[src/rtl/fetch_stage.sv]
// -----------------------------------------------------------------------------
// fetch_stage
//   Instruction-fetch stage together with the IF/ID pipeline register. It owns
//   the program counter, presents it as the instruction-memory address, and
//   registers the returned word plus its fetch address + 8 for Decode. Decode
//   uses that PC+8 value as the R15 read value.
//
// Ports
//   clock         in   1      single clock, all state changes on rising edge
//   reset         in   1      synchronous, active-high
//   stall         in   1      hazard unit: hold PC and IF/ID contents
//   flush         in   1      hazard unit: load a bubble into IF/ID
//   branchTaken   in   1      Execute: redirect the PC to branchTarget
//   branchTarget  in   WIDTH  redirect address (low two bits ignored)
//   instrMemData  in   WIDTH  instruction memory read data for address pcF
//   pcF           out  WIDTH  current PC, drives the instruction memory
//   instrD        out  WIDTH  registered instruction for Decode
//   PCPlus8D      out  WIDTH  registered fetch address of instrD plus 8
//   validD        out  1      1 = instrD holds a fetched word, 0 = bubble
//
// Priorities
//   PC    : reset > branchTaken > stall > increment by 4
//   IF/ID : reset > flush > stall > capture
//   A redirect does not clear IF/ID by itself; the hazard unit pairs it with
//   flush when the wrong-path word must be dropped. Every output is a flop.
// -----------------------------------------------------------------------------
module fetch_stage #(
   parameter int               WIDTH    = 32,
   parameter logic [WIDTH-1:0] RESET_PC = {WIDTH{1'b0}}
) (
   input  logic             clock,
   input  logic             reset,
   input  logic             stall,
   input  logic             flush,
   input  logic             branchTaken,
   input  logic [WIDTH-1:0] branchTarget,
   input  logic [WIDTH-1:0] instrMemData,
   output logic [WIDTH-1:0] pcF,
   output logic [WIDTH-1:0] instrD,
   output logic [WIDTH-1:0] PCPlus8D,
   output logic             validD
);

   localparam logic [WIDTH-1:0] PC_STEP    = WIDTH'(32'd4);
   localparam logic [WIDTH-1:0] R15_OFFSET = WIDTH'(32'd8);
   // Clears the two byte-offset bits so redirects stay word aligned.
   localparam logic [WIDTH-1:0] ALIGN_MASK = ~(WIDTH'(32'd3));

   logic [WIDTH-1:0] pc_r;
   logic [WIDTH-1:0] instr_r;
   logic [WIDTH-1:0] pc_plus8_r;
   logic             valid_r;

   logic [WIDTH-1:0] pc_plus4_s;
   logic [WIDTH-1:0] pc_plus8_s;
   logic [WIDTH-1:0] target_aligned_s;
   logic [WIDTH-1:0] pc_next_s;
   logic [WIDTH-1:0] instr_next_s;
   logic [WIDTH-1:0] pc_plus8_next_s;
   logic             valid_next_s;

   // Sequential-address and aligned-target arithmetic (wraps modulo 2^WIDTH).
   always_comb begin
      pc_plus4_s       = pc_r + PC_STEP;
      pc_plus8_s       = pc_r + R15_OFFSET;
      target_aligned_s = branchTarget & ALIGN_MASK;
   end

   // PC next-state: a redirect wins over a stall, otherwise step by one word.
   always_comb begin
      pc_next_s = pc_r;
      if (branchTaken) begin
         pc_next_s = target_aligned_s;
      end else if (stall) begin
         pc_next_s = pc_r;
      end else begin
         pc_next_s = pc_plus4_s;
      end
   end

   // IF/ID next-state: flush inserts a bubble even while stalled.
   always_comb begin
      instr_next_s    = instr_r;
      pc_plus8_next_s = pc_plus8_r;
      valid_next_s    = valid_r;
      if (flush) begin
         instr_next_s    = {WIDTH{1'b0}};
         pc_plus8_next_s = {WIDTH{1'b0}};
         valid_next_s    = 1'b0;
      end else if (stall) begin
         instr_next_s    = instr_r;
         pc_plus8_next_s = pc_plus8_r;
         valid_next_s    = valid_r;
      end else begin
         instr_next_s    = instrMemData;
         pc_plus8_next_s = pc_plus8_s;
         valid_next_s    = 1'b1;
      end
   end

   // PC register with synchronous reset.
   always_ff @(posedge clock) begin
      if (reset) begin
         pc_r <= RESET_PC;
      end else begin
         pc_r <= pc_next_s;
      end
   end

   // IF/ID pipeline register with synchronous reset.
   always_ff @(posedge clock) begin
      if (reset) begin
         instr_r    <= {WIDTH{1'b0}};
         pc_plus8_r <= {WIDTH{1'b0}};
         valid_r    <= 1'b0;
      end else begin
         instr_r    <= instr_next_s;
         pc_plus8_r <= pc_plus8_next_s;
         valid_r    <= valid_next_s;
      end
   end

   assign pcF      = pc_r;
   assign instrD   = instr_r;
   assign PCPlus8D = pc_plus8_r;
   assign validD   = valid_r;

endmodule
[config.mk]
export PLATFORM = sky130hd
export DESIGN_NAME = fetch_stage
export DESIGN_NICKNAME = d
export VERILOG_FILES = /design/src/rtl/fetch_stage.sv
export SDC_FILE = /design/constraint.sdc
export NUM_CORES = 1
export LEC_CHECK = 0
export BUFFER_PORTS_ARGS = -buffer_cell sky130_fd_sc_hd__buf_2
export CORE_MARGIN = 3
export CORE_UTILIZATION = 37
export DETAILED_ROUTE_END_ITERATION = 7
export HOLD_SLACK_MARGIN = 0.1
export PLACE_DENSITY = 0.72
export REMOVE_ABC_BUFFERS = 1
export SYNTH_ARGS = -nofsm -noshare
export SYNTH_HDL_FRONTEND = slang
export SYNTH_SLANG_ARGS = --single-unit
[constraint.sdc]
create_clock -name clock -period 5.9 [get_ports clock]
set_clock_uncertainty 0.15 [all_clocks]
set_input_delay 0.59 -clock clock [delete_from_list [all_inputs] [get_ports clock]]
set_output_delay 0.59 -clock clock [all_outputs]
set_load 0.1 [all_outputs]
Yosys cells after proc, flatten, opt, wreduce, memory -nomap -nowiden
Index checks and enable logic that the tools add are counted.
{"block": "classes", "add_sub_neg": 2, "mul": 0, "n_div": 0, "n_lt_le_gt_ge": 0, "eq_ne": 1, "n_shift": 0, "muxes": 2, "n_bitwise": 0, "reduce_logical": 2}
{"cell": "32-bit 2-to-1 mux", "count": 2}
{"cell": "32-bit by 3-bit adder with 32-bit output (second input constant)", "count": 1}
{"cell": "32-bit by 4-bit adder with 32-bit output (second input constant)", "count": 1}
{"cell": "2-bit OR reduction", "count": 2}
{"cell": "2-bit by 1-bit != test with 1-bit output (second input constant)", "count": 1}
{"block": "word_totals", "ff_bits": 97, "latchBits": 0, "ram_bits": 0, "mem_bits_ro": 0, "elab_cells": 12, "memories": 0}

Longest topological paths before layout
{"block": "depth", "ltp_word": 3, "ltp_mapped": 7, "ltp_nobuf": 6}

Worst setup path after synthesis
OpenSTA, ideal clock, no wires.
{"block": "synth_timing", "kind": "register to register", "start": "register pc_r[3] (netlist: pcF[3])", "end": "register pc_r[28] (netlist: pcF[28])", "arrival_ns": 2.694, "setup_slack_ns": 2.941, "stages_incl_launch_ff": 8, "n_path_buf": 1, "synth_period_minus_slack_ns": 2.959, "path_cell_list": "dfxtp_1 ha_1 nand2b_1 or4_4 buf_6 nor4_4 xor2_1 o21a_1"}
{"block": "synth_via", "elab_chain_len": 3}
{"item": "start, declared", "line_no": "49", "text": "logic [WIDTH-1:0] pc_r;"}
{"item": "start signal, assigned", "line_no": "106", "text": "pc_r <= pc_next_s;"}
{"item": "32-bit by 3-bit adder with 32-bit output", "line_no": "64", "text": "pc_plus4_s = pc_r + PC_STEP;"}
{"item": "32-bit 2-to-1 mux", "line_no": "74", "text": "end else if (stall) begin"}
{"item": "32-bit 2-to-1 mux", "line_no": "72", "text": "if (branchTaken) begin"}
No other way between the ends. The select of a mux whose other input is x is not followed.
A chain may end at the register's enable or synchronous reset.

Worst setup path after layout
{"block": "layout_timing", "start": "register pc_r[4] (netlist: pcF[4])", "end": "register pc_r[29] (netlist: pcF[29])"}
The elaborated chain is that of the path after synthesis.

==> flow_summary.rst <==
.. list-table::
   :header-rows: 1

   * - Metric
     - Value
   * - Result of the run
     - complete, no violations
   * - YS warnings
     - 0
   * - Cell at the root of the clock tree
     - clkbuf_16
   * - Post-cts repair resize count
     - 0
   * - Count of placed standard cells in the final layout, fillers left out
     - between 800 and 900
   * - Via-to-Cell Ratio
     - 4.87
   * - Net total in the final layout
     - 740
   * - Number of antenna violations at the first check in global routing
     - 0
   * - DPL Wire Length
     - 8.61 mm
   * - Die outline width
     - around 120 µm
   * - Count of different cell masters after synthesis
     - 37
   * - Maximum clock frequency
     - 0.395 GHz
   * - Post-route DRC violation count
     - 0
   * - Number of DRC violations after detailed-routing iteration 0
     - between 200 and 300
   * - Number of H-tree branching levels
     - 3
   * - Number of search-and-repair iterations in the first detailed-routing pass
     - 4
   * - Routed wire per std cell
     - 14.6 µm
   * - IO buf count
     - about 160
   * - Skew-Pair Late Insertion Delay
     - 0.34 ns
   * - Share of power burned in combinational logic
     - 22.6%
   * - Fraction of power consumed by the clock network
     - 34.0%
   * - Number of buffers on the longest clock path
     - 2
   * - Placer's final routability congestion estimate
     - about 0.82
   * - Crit-path max FO
     - 8
   * - Post-detailed-routing wire length
     - 12.3 mm
   * - Design internal power
     - between 1000 and 1500 µW
   * - Crit end category
     - flop
   * - Share of layout cells above drive strength 1
     - 27.3%
   * - Post-CTS repair timing setup buffer count
     - 0
   * - Num rows
     - 40
   * - Power dissipated by switching net loads
     - about 560 µW
   * - Die area
     - about 0.014 mm²
   * - Number of I/O pins
     - about 170
   * - Part of the total power dissipated in sequential elements
     - 43.3%
   * - Clock Sink Count
     - between 90 and 100
   * - Global-route wire length before repair
     - 19.5 mm
   * - Die Span Y
     - 118 µm
   * - Clock transition time at the flip-flop clock pins of the worst setup and hold paths
     - about 0.060 ns
   * - Count of maximum capacitance violations
     - 0
   * - LEAKAGE
     - 0.00270 µW
   * - Leftover overflow at the end of global routing
     - 0
   * - Total Neg Setup Slack
     - 0 ns
   * - Number of slew-limit violations in the final report
     - 0
   * - Flop-to-flop setup slack
     - 3.37 ns
   * - Share of total power consumed by net switching
     - 34.9%
   * - Largest net degree at the start of global routing
     - between 70 and 80
   * - Launching element type of the critical path
     - flop
   * - Overall track demand over capacity in global routing
     - 17.4%
   * - CP Data Arrival Time
     - 2.61 ns
   * - Setup Slack @ Placement
     - 3.15 ns
   * - RSZ-0062 raised after global routing
     - no
   * - Max rail drop VDD
     - 0.139 mV
   * - Type of the most critical hold path
     - flop to flop
   * - Transition time at the pin with the least slew margin
     - 1.06 ns
   * - Data required time of the critical path
     - 5.98 ns
   * - Mapped Avg Cell Area
     - 8.52 µm²
   * - Cells after Synth
     - 541
   * - Post-synthesis sequential area ratio
     - 40.4%
   * - Power Density
     - 280 mW/mm²
   * - Ys async rst share
     - 0%
   * - Hold buffer count at CTS
     - 0
   * - Final worst slack
     - between 3 and 4 ns
   * - Hold violation total from the final report
     - 0
   * - Number of vias after detailed routing
     - around 4k
   * - Total of flip-flops plus latches after synthesis
     - 93
   * - Slew HR
     - 29.6%
   * - Crit path time final
     - 2.53 ns
   * - Final setup violation count
     - 0
   * - Primary FF master, synth
     - dfxtp_1
   * - Placed cells
     - ~830
   * - Crit path kind
     - flop to flop
   * - Diodes inserted
     - 0
   * - Number of buffers added by the clock tree synthesis step
     - 9
   * - Vias in the first global route
     - 3,767
   * - Post-route ant nets
     - 0
   * - Area overhead of the layout relative to synthesis
     - 23.5%
   * - Fraction of the cycle the final worst path needs
     - 42.9%
   * - Effective utilization at floorplan
     - about two fifths
   * - Summed instance area of the synthesized netlist
     - 0.00461 mm²
   * - Number of synthesized flops with an enable pin
     - 0
   * - Core area
     - between 0.01 and 0.015 mm²
   * - Clock tree from TritonCTS
     - yes
cells in the mapped netlist, drive strengths merged (20+ instances only):
cell type / count / share of area (%)
xor2: 28 / 5.3
clkbuf: 28 / 2.3
inv: 31 / 2.5
xnor2: 23 / 4.4
mux2i: 48 / 10
nand2: 21 / 1.7
a21oi: 39 / 4.2
buf: 20 / 2.7
nor2: 81 / 6.6
o21a: 28 / 4.6
dfxtp: 93 / 40
per-stage QoR:
step	utilization (%)	total power (µW)	area [µm²]	hold slack, ns
floorplan	-	975	4390	0.506
global placement	44.7	1070	5420	0.280
detailed placement	44.7	1070	5420	0.298
CTS	47.0	1620	5690	0.307
global route	47.0	1670	5690	0.328
finish	47.0	1600	5690	0.303
worst max-delay path: stages, from the launching register on:
cell and delay (ns):
dfxtp_1 0.53, ha_1 0.25, nand3b_1 0.15, nor4_1 0.80, nand4_1 0.21, xnor2_1 0.17, o21a_1 0.16
placed cells by master (no fill, tap or decap), drive strengths merged, types with 11 or more instances in the layout:
master	instances
buf	161
dfxtp	93
nor2	81
mux2i	48
a21oi	39
inv	31
xor2	28
o21a	28
xnor2	23
nand2	21
nor3	18
nand4	18
nand3	13
nor4	11
clkbuf	11
final cells by class:
cell class	instances	area [µm²]
tap	168	210
fill	1221	6420
inverter	31	116
clock inverter	5	25.0
multi-input combinational	372	2410
timing repair buffer	161	813
sequential	93	1860
clock buffer	11	253
worst paths after layout:
| kind | start | endpoint | depth (start not counted) |
|---|---|---|---|
| worst max register to register | pcF[4] | pcF[29] | 6 |
| worst min-delay path | validD | validD | 2 |
| worst max-delay path | pcF[4] | pcF[29] | 6 |
| worst min register to register | validD | validD | 2 |
logic make-up (layout without fill, tap and decap cells):
kind of cell / count (synthesis) / after routing / share of synthesized area (%)
flip-flops: 93 / 93 / 40.4
XOR/XNOR: 51 / 51 / 9.69
other: 1 / 4 / 0.0813
AO/OA/AOI/OAI: 76 / 76 / 10.1
multiplexers: 48 / 48 / 10.4
adder cells (fa/ha/maj): 3 / 3 / 0.814
buffers and inverters: 79 / 208 / 7.52
AND/OR/NAND/NOR: 190 / 190 / 21.0
state kept, by name, indices dropped and copies added, names as in the netlist:
register and count:
instrD 32, PCPlus8D 30, validD 1, pcF 30
per-layer routing:
metal  GRT usage (%)  up-vias  wire [µm]  share of wire [%]
met4            6.23        0        218                1.8
met2            28.0      136       5490                 45
met5               0        -          0                  0
li1                -     2074          -                  -
met1            23.1     1866       5800                 47
met3            3.70       16        753                6.1
power by group through the flow:
stage,combinational (µW),sequential (µW),clock [µW]
after floorplan,85.1,890,0
final,362,692,543
after global routing,381,697,589
after CTS,364,691,563
after global placement,361,704,0
after detailed placement,363,706,0
Note: power is estimated with default switching activity, not from simulation.
